## config.mk

```make
export PLATFORM = sky130hd
export DESIGN_NAME = lfsr_random_gen
export DESIGN_NICKNAME = d
export VERILOG_FILES = /design/src/rtl/lfsr_pkg.sv /design/src/rtl/lfsr_core.sv /design/src/rtl/lfsr_random_gen.sv
export SDC_FILE = /design/constraint.sdc
export NUM_CORES = 1
export LEC_CHECK = 0
export ABC_CLOCK_PERIOD_IN_PS = 1700
export BUFFER_PORTS_ARGS = -buffer_cell sky130_fd_sc_hd__clkbuf_2
export CORE_MARGIN = 4
export CORE_UTILIZATION = 49
export CTS_CLUSTER_DIAMETER = 80
export DETAILED_ROUTE_END_ITERATION = 10
export PLACE_DENSITY = 0.79
export SLEW_MARGIN = 20
export SYNTH_ARGS = -nofsm -noshare
export SYNTH_HDL_FRONTEND = slang
export SYNTH_SLANG_ARGS = --single-unit
export TNS_END_PERCENT = 100
```

## constraint.sdc

```tcl
create_clock -name clock -period 1.7 [get_ports clock]
set_clock_uncertainty 0.1 [all_clocks]
set_input_delay 0.085 -clock clock [delete_from_list [all_inputs] [get_ports clock]]
set_output_delay 0.085 -clock clock [all_outputs]
set_load 0.05 [all_outputs]
```

## src/rtl/lfsr_pkg.sv

```systemverilog
`default_nettype none
// ============================================================================
// Module      : lfsr_pkg
// Description : Shared definitions for the LFSR random generator: FSM state
//               encoding, default Galois tap masks for common widths and the
//               single-step Galois shift function.
// Revision    : 1.0 - initial release
// ============================================================================
package lfsr_pkg;

  // Widest LFSR the shift helper supports; narrower registers are
  // zero-extended into it and truncated back afterwards.
  localparam int LFSR_MAX_WIDTH = 64;

  // Default Galois feedback masks (maximal-length) for common widths.
  localparam logic [7:0]  TAPS_8  = 8'hB8;
  localparam logic [15:0] TAPS_16 = 16'hB400;
  localparam logic [31:0] TAPS_32 = 32'h80200003;

  typedef enum logic [1:0] {
    IDLE  = 2'd0,
    SHIFT = 2'd1,
    OFFER = 2'd2
  } fsm_state_e;

  // One Galois step: shift right, fold the taps in when the bit leaving the
  // register is a one.
  function automatic logic [LFSR_MAX_WIDTH-1:0] lfsr_shift(
    input logic [LFSR_MAX_WIDTH-1:0] state,
    input logic [LFSR_MAX_WIDTH-1:0] taps
  );
    return (state >> 1) ^ (state[0] ? taps : '0);
  endfunction

endpackage : lfsr_pkg
`default_nettype wire

```

## src/rtl/lfsr_core.sv

```systemverilog
`default_nettype none
// ============================================================================
// Module      : lfsr_core
// Description : LFSR state register with shift and seed-load logic. A zero
//               seed is replaced by DEFAULT_SEED so the register can never
//               enter the all-zero lock-up state.
// Revision    : 1.0 - initial release
// Ports:
//   clock       in   rising-edge clock
//   reset       in   asynchronous active-low reset
//   shift_i     in   advance the register by one Galois step
//   load_i      in   load seed_i (wins over shift_i)
//   seed_i      in   seed value
//   state_o     out  current state register
//   cand_o      out  low OUT_WIDTH bits of the state the next shift produces
//   seed_sub_o  out  one-cycle pulse: a zero seed was substituted
// ============================================================================
module lfsr_core
  import lfsr_pkg::*;
#(
  parameter int               WIDTH        = 16,
  parameter logic [WIDTH-1:0] TAPS         = TAPS_16,
  parameter logic [WIDTH-1:0] DEFAULT_SEED = 16'hACE1,
  parameter int               OUT_WIDTH    = 3
) (
  input  logic                 clock,
  input  logic                 reset,
  input  logic                 shift_i,
  input  logic                 load_i,
  input  logic [WIDTH-1:0]     seed_i,
  output logic [WIDTH-1:0]     state_o,
  output logic [OUT_WIDTH-1:0] cand_o,
  output logic                 seed_sub_o
);

  logic [WIDTH-1:0] state_q, state_d;
  logic [WIDTH-1:0] shifted;
  logic             sub_q, sub_d;
  logic             seed_zero;

  assign shifted   = WIDTH'(lfsr_shift(LFSR_MAX_WIDTH'(state_q), LFSR_MAX_WIDTH'(TAPS)));
  assign seed_zero = (seed_i == '0);

  // The candidate is judged on the value the register is about to take, so
  // the range check and the shift land on the same clock edge.
  assign cand_o = shifted[OUT_WIDTH-1:0];

  always_comb begin
    state_d = state_q;
    sub_d   = 1'b0;
    if (load_i) begin
      state_d = seed_zero ? DEFAULT_SEED : seed_i;
      sub_d   = seed_zero;
    end else if (shift_i) begin
      state_d = shifted;
    end
  end

  always_ff @(posedge clock or negedge reset) begin
    if (!reset) begin
      state_q <= DEFAULT_SEED;
      sub_q   <= 1'b0;
    end else begin
      state_q <= state_d;
      sub_q   <= sub_d;
    end
  end

  assign state_o    = state_q;
  assign seed_sub_o = sub_q;

endmodule : lfsr_core
`default_nettype wire

```

## src/rtl/lfsr_random_gen.sv

```systemverilog
`default_nettype none
// ============================================================================
// Module      : lfsr_random_gen
// Description : Range-limited pseudo-random draws from a Galois LFSR. Each
//               candidate is taken after STEPS shifts; candidates >= RANGE
//               are rejected and a fresh candidate is built. Accepted draws
//               are offered on a valid/ready handshake.
// Revision    : 1.0 - initial release
// Ports:
//   clock            in   rising-edge clock
//   reset            in   asynchronous active-low reset
//   enable           in   permits shifting/drawing
//   load_seed        in   one-cycle seed load request (highest priority)
//   seed             in   seed value, sampled with load_seed
//   rand_valid       out  draw available
//   rand_ready       in   consumer accepts draw
//   randnum          out  current draw, 0..RANGE-1
//   draw_rejected    out  one-cycle pulse: candidate >= RANGE discarded
//   seed_substituted out  one-cycle pulse: zero seed replaced
//   lfsr_state       out  debug view of the state register
// ============================================================================
module lfsr_random_gen
  import lfsr_pkg::*;
#(
  parameter int               WIDTH        = 16,
  parameter logic [WIDTH-1:0] TAPS         = TAPS_16,
  parameter logic [WIDTH-1:0] DEFAULT_SEED = 16'hACE1,
  parameter int               OUT_WIDTH    = 3,
  parameter int               RANGE        = 5,
  parameter int               STEPS        = 3
) (
  input  logic                 clock,
  input  logic                 reset,
  input  logic                 enable,
  input  logic                 load_seed,
  input  logic [WIDTH-1:0]     seed,
  output logic                 rand_valid,
  input  logic                 rand_ready,
  output logic [OUT_WIDTH-1:0] randnum,
  output logic                 draw_rejected,
  output logic                 seed_substituted,
  output logic [WIDTH-1:0]     lfsr_state
);

  // --------------------------------------------------------------------------
  // Parameter legality
  // --------------------------------------------------------------------------
  if (WIDTH < 4 || WIDTH > LFSR_MAX_WIDTH) begin : g_bad_width
    $error("lfsr_random_gen: WIDTH must be in 4..64");
  end
  if (OUT_WIDTH < 1 || OUT_WIDTH > WIDTH) begin : g_bad_out_width
    $error("lfsr_random_gen: OUT_WIDTH must be in 1..WIDTH");
  end
  if (RANGE < 1 || (OUT_WIDTH < 31 && RANGE > (1 << OUT_WIDTH))) begin : g_bad_range
    $error("lfsr_random_gen: RANGE must be in 1..2**OUT_WIDTH");
  end
  if (STEPS < 1) begin : g_bad_steps
    $error("lfsr_random_gen: STEPS must be at least 1");
  end
  if (DEFAULT_SEED == '0) begin : g_bad_seed
    $error("lfsr_random_gen: DEFAULT_SEED must be nonzero");
  end

  localparam int                 CNT_W     = $clog2(STEPS + 1);
  localparam logic [CNT_W-1:0]   LAST_STEP = CNT_W'(STEPS - 1);
  // One extra bit so RANGE == 2**OUT_WIDTH is representable.
  localparam logic [OUT_WIDTH:0] RANGE_LIM = (OUT_WIDTH + 1)'(RANGE);

  fsm_state_e           fsm_q;
  logic [CNT_W-1:0]     count_q;
  logic [OUT_WIDTH-1:0] randnum_q;
  logic                 valid_q;
  logic                 rej_q;

  logic                 shift_en;
  logic [OUT_WIDTH-1:0] cand;
  logic                 cand_ok;

  // A seed load owns the state register for that cycle, so no shift then.
  assign shift_en = (fsm_q == SHIFT) && enable && !load_seed;
  assign cand_ok  = ({1'b0, cand} < RANGE_LIM);

  lfsr_core #(
    .WIDTH        (WIDTH),
    .TAPS         (TAPS),
    .DEFAULT_SEED (DEFAULT_SEED),
    .OUT_WIDTH    (OUT_WIDTH)
  ) u_core (
    .clock      (clock),
    .reset      (reset),
    .shift_i    (shift_en),
    .load_i     (load_seed),
    .seed_i     (seed),
    .state_o    (lfsr_state),
    .cand_o     (cand),
    .seed_sub_o (seed_substituted)
  );

  always_ff @(posedge clock or negedge reset) begin
    if (!reset) begin
      fsm_q     <= IDLE;
      count_q   <= '0;
      randnum_q <= '0;
      valid_q   <= 1'b0;
      rej_q     <= 1'b0;
    end else begin
      rej_q <= 1'b0;
      if (load_seed) begin
        // Any offered draw is dropped, even if rand_ready is high now.
        valid_q <= 1'b0;
        count_q <= '0;
        fsm_q   <= enable ? SHIFT : IDLE;
      end else begin
        case (fsm_q)
          IDLE: begin
            if (enable) begin
              fsm_q   <= SHIFT;
              count_q <= '0;
            end
          end
          SHIFT: begin
            if (!enable) begin
              fsm_q <= IDLE;
            end else if (count_q == LAST_STEP) begin
              count_q <= '0;
              if (cand_ok) begin
                randnum_q <= cand;
                valid_q   <= 1'b1;
                fsm_q     <= OFFER;
              end else begin
                rej_q <= 1'b1;
              end
            end else begin
              count_q <= count_q + 1'b1;
            end
          end
          OFFER: begin
            // enable is deliberately ignored until the draw is taken.
            if (rand_ready) begin
              valid_q <= 1'b0;
              count_q <= '0;
              fsm_q   <= enable ? SHIFT : IDLE;
            end
          end
          default: begin
            fsm_q   <= IDLE;
            count_q <= '0;
            valid_q <= 1'b0;
          end
        endcase
      end
    end
  end

  assign rand_valid    = valid_q;
  assign randnum       = randnum_q;
  assign draw_rejected = rej_q;

endmodule : lfsr_random_gen
`default_nettype wire

```

Word-level counts from Yosys, hierarchy flattened. Cells that the tools add are included.

Magnitude comparators: 1. Eq/ne operators: 11. Divide/modulo/power cells: 0. Multipliers: 0. Bitwise gates (word level): 2. Shift operators: 0. Reduce and logical (&&, ||, !) cells: 10. Multiplexer cells: 30. Add/subtract/negate cells: 1.

Operator list (count): $mux 16 (4); $mux 2 (11); $logic_not 16->1 (1); $xor 15x16->16 (1); $mux 1 (12); $ne 3x3->1 const B (4); $pmux 2 s3 (2); $reduce_and 5->1 (2); $eq 2x2->1 const B (2); $ne 4x3->1 const B (1); $ne 4x4->1 const B (1); $reduce_and 4->1 (1); $lt 3x3->1 const B (1); $ne 3x2->1 const B (1); $pmux 1 s3 (1); $reduce_and 3->1 (1); $add 2x1->2 const B (1); $eq 2x1->1 const B (1); $logic_and 1x1->1 (2); $logic_not 2->1 (1); $ne 2x2->1 const B (1); $reduce_bool 2->1 (1); $logic_not 1->1 (1); $not 1->1 (1).

Output and inout bits: 22. RAM bits: 0. ROM bits: 0. Register bits: 26. Memories: 0. Bits in latches: 0. Input port bits: 21. Word-level logic and storage cells: 62.

Longest topological paths before layout.
Depth after elaboration: 8. Depth in mapped cells: 5. Gate-level depth less buffers: 4.

Hierarchy. A second synthesis with hierarchy kept.

Cells, all modules: 136. Area total of the unflattened synthesis: 1370.1 um^2.

Modules (own cells, without submodules): lfsr_core (area each 925.9 um^2, cells each 96, times used 1, seq. area each 435.4 um^2); lfsr_random_gen (area each 444.2 um^2, cells each 40, times used 1, seq. area each 225.2 um^2).

Worst setup path before layout. Ideal clock, no wire load.

Path type: register to register. Start point: reg u_core.state_q[3], in the netlist u_core.state_o[3]. End point: reg randnum_q[0], in the netlist randnum[0]. Clock period less this slack: 1.745 ns. Buffers on the path: 0. Library setup time: 0.125 ns. Data arrival time: 1.520 ns. Stages on the path, launching flop included: 5. Required time: 1.475 ns. Path slack: -0.045 ns. Path through: dfrtp_1 > o21ai_0 > and4b_1 > nand2_1 > mux2_2.

Word-level cells in the longest chain between the ends: 3.

RTL lines: start, declared (RTL line lfsr_core.sv:36) `logic [WIDTH-1:0] state_q, state_d;`; start signal, assigned (RTL line lfsr_core.sv:64) `state_q <= state_d;`; $xor 15x16->16 (RTL line lfsr_pkg.sv:32) `return (state >> 1) ^ (state[0] ? taps : '0);`; $lt 3x3->1 (RTL line lfsr_random_gen.sv:81) `assign cand_ok = ({1'b0, cand} < RANGE_LIM);`; $reduce_and 5->1 (no line); end signal, assigned (RTL line lfsr_random_gen.sv:127) `randnum_q <= cand;`; end, declared (RTL line lfsr_random_gen.sv:71) `logic [OUT_WIDTH-1:0] randnum_q;`.

No other way between the ends. A chain may end at the register's enable or synchronous reset.

Final worst setup path.
Start point: reg u_core.state_q[2], in the netlist u_core.state_o[2]. End point: reg randnum_q[0], in the netlist randnum[0].

The elaborated chain is that of the path after synthesis.

==> metrics.txt <==
clk_lat worst skew=0.31 ns; Net Count, Synth=143; Post-CTS Setup Inserts=0; largest net degree at the start of global routing=40; clock share of power=0.205; dpl ws=0.149 ns; global-route wire length before repair=5150 um; Switching Power=approximately 500 uW; Slew @ Worst Pin=~0.64 ns; CTS tree=built; width of the die=between 50 and 60 um; Sink Count=26; final hold violations=0; via count=between 1,000 and 1,500; Worst Path Max Fanout=5; fin cells=212; Reg power frac=0.500; hold crit path type=input port to flop; number of CTS-inserted buffers=3; initial antenna violation count=0; Syn. warnings=0; flop-to-flop setup slack=0.07 ns; WL per Instance=14.5 um; cell area after synthesis=1280 um^2; kind of critical path=flop to flop; Core Rows=18; Max IR drop VDD=around 0.54 mV; core area=2500 um^2; port bufs=42; sw frac=0.340; reg2reg start=u_core.state_o[2]; die height=between 50 and 60 um; I/O pin total=43; max incr delay on CP=0.45 ns; RR Endpoint=randnum[0]; Final Max Tran Viols=0; most common cell after layout, fill and taps aside=clkbuf_2; drt first pass iters=4; Comb pwr share=0.294; nets@finish=204; Startpoint Class=flop; Pint=963 uW; status=complete, no violations; PnR worst setup slack=0.0708 ns; Post-synth EDFFs=0; number of fill cells=about 180; Yosys top cell area share=0.351; Req. time, crit path=1.81 ns; CP top delay family=flip-flops; Lkg Pwr=0.000873 uW; DP HPWL=2120 um; drt via density=5.41; placed cell count=190; asr flop ratio synth=1.00; Iter 0 DRT Violations=30; Avg Cell Area, Syn=10.5 um^2; Arr. time, crit path=1.74 ns; slowest CP cell=dfrtp_2; layout cells sized above 1=0.390; synth top area cells=dfrtp_1 35%, dfstp_2 16%, mux2i_1 7.8%; Tot Pwr=1460 uW; Total Wirelength=3070 um; endpoints failing setup=0; Post-Syn Instances=122; CTS max path bufs=2; worst-path cell chain=o21ai_0 > and4b_2 > nand2_1 > mux2_2; worst r2r path cells=4; WHS Endpoint=u_core.seed_sub_o; die area=3510 um^2; Tmin final=1.63 ns; Post-DRT Antenna Nets=0; Inserted Diodes=0; root buffer cell=clkbuf_4; DRC=0; Worst-path clk slew=approximately 0.13 ns; GRT Util Overall=0.194; sequential fraction of the synthesis area=0.514; gr ovfl total=0; Synth-to-Final Area Change=38.5%; H-tree level count=1; vias in the first global route=1,143; maximum clock frequency=0.614 GHz; Distinct cells, synth=31; max_cap viols=0; final period utilization=0.958; Yosys reg bits=26; power per cell area=820 nW/um^2; starting density of the core=0.514; number of buffer and inverter stages on the critical path=0; RePlAce Congestion=0.930; Crit. End Element=flop; commonest cells after routing, fill and taps aside=41 x clkbuf_2, 19 x dlygate4sd3_1, 16 x dfrtp_1, 15 x nand2_1, 10 x mux2i_1; Synth Flop Type=dfrtp_1; Hold Crit Start=seed[5]; worst hold stages=4; Setup TNS=0 ns; Yosys top cell by area=dfrtp_1; max_slew headroom=0.575; WHS=0.123 ns
metal layers:
layer / GRT usage / wire (um) / up-vias
li1: - / - / 557
met1: 0.246 / 1310 / 537
met2: 0.331 / 1510 / 46
met3: 0.0305 / 205 / 6
met4: 0.0680 / 46 / 0
met5: 0 / 0 / -
stage by stage:
stage / instance area, um^2 / util
finish: 1780 / 0.712
global route: 1780 / 0.712
CTS: 1760 / 0.705
detailed placement: 1540 / 0.615
global placement: 1540 / 0.615
floorplan: 1290 / -
worst max-delay path by stage:
stage                                   end  cells past startpoint  slack (ns)               from
after floorplan                  randnum[0]                      4      0.0002  u_core.state_o[1]
after global placement           randnum[1]                      4        0.21  u_core.state_o[2]
after detailed placement         randnum[0]                      4        0.15  u_core.state_o[2]
after CTS                 u_core.state_o[7]                      6       0.005            seed[1]
after global routing             randnum[1]                      4       -0.02  u_core.state_o[2]
final                            randnum[0]                      4        0.07  u_core.state_o[2]
cell usage after synthesis, types with 2 or more instances:
library cell and instances:
a21oi_1 7, a21o_1 2, buf_1 2, o211ai_1 6
mux2_2 7, buf_4 2, inv_1 2, clkbuf_1 3
nand2_1 15, xnor2_1 3, nand2b_1 2, nor3_1 2
a31oi_1 2, dfstp_2 8, mux2i_1 10, or4_1 2
dfrtp_1 18, nor4_1 2, nor2_1 7, nand3b_1 2
o21ai_0 8
power by group through the flow:
stage | Clock [uW] | Sequential, uW | Combinational (uW)
after floorplan | 0 | 892 | 124
after global placement | 0 | 738 | 387
after detailed placement | 0 | 741 | 392
after CTS | 314 | 730 | 427
after global routing | 338 | 742 | 460
final | 300 | 730 | 429
state kept, by name (all words and copies together), names as in the netlist:
name,cells
randnum,3
rand_valid,1
u_core.seed_sub_o,1
count_q,2
fsm_q,2
draw_rejected,1
u_core.state_o,16
cell type report:
| cell class | instances | area (um^2) | share of cell area |
|---|---|---|---|
| Multi-Input combinational cell | 87 | 604 | 0.340 |
| Tap cell | 30 | 37.5 | 0.0211 |
| Timing Repair Buffer | 63 | 430 | 0.242 |
| Clock buffer | 4 | 36.3 | 0.0204 |
| Inverter | 2 | 7.51 | 0.00422 |
| Sequential cell | 26 | 663 | 0.373 |
worst reg2reg max path, delay by kind of cell (launching register included):
kind            cells  cell delay (ns)
compound gates      1             0.26
mux                 1             0.29
flops               1             0.45
simple gates        2             0.44
timing repair:
action	CTS	global route
endpoints found under the hold margin	38	0
resized for setup	0	5
hold buffers	19	0
endpoints found under the setup margin	0	9
cell families (layout without fill, tap and decap cells):
logic type | Yosys count | in the layout | synth area share
AO/OA/AOI/OAI | 26 | 26 | 0.121
buffers and inverters | 9 | 69 | 0.0321
XOR/XNOR | 3 | 3 | 0.0205
AND/OR/NAND/NOR | 41 | 41 | 0.173
flip-flops | 26 | 26 | 0.514
multiplexers | 17 | 17 | 0.139
(Power assumes the default switching activity.)
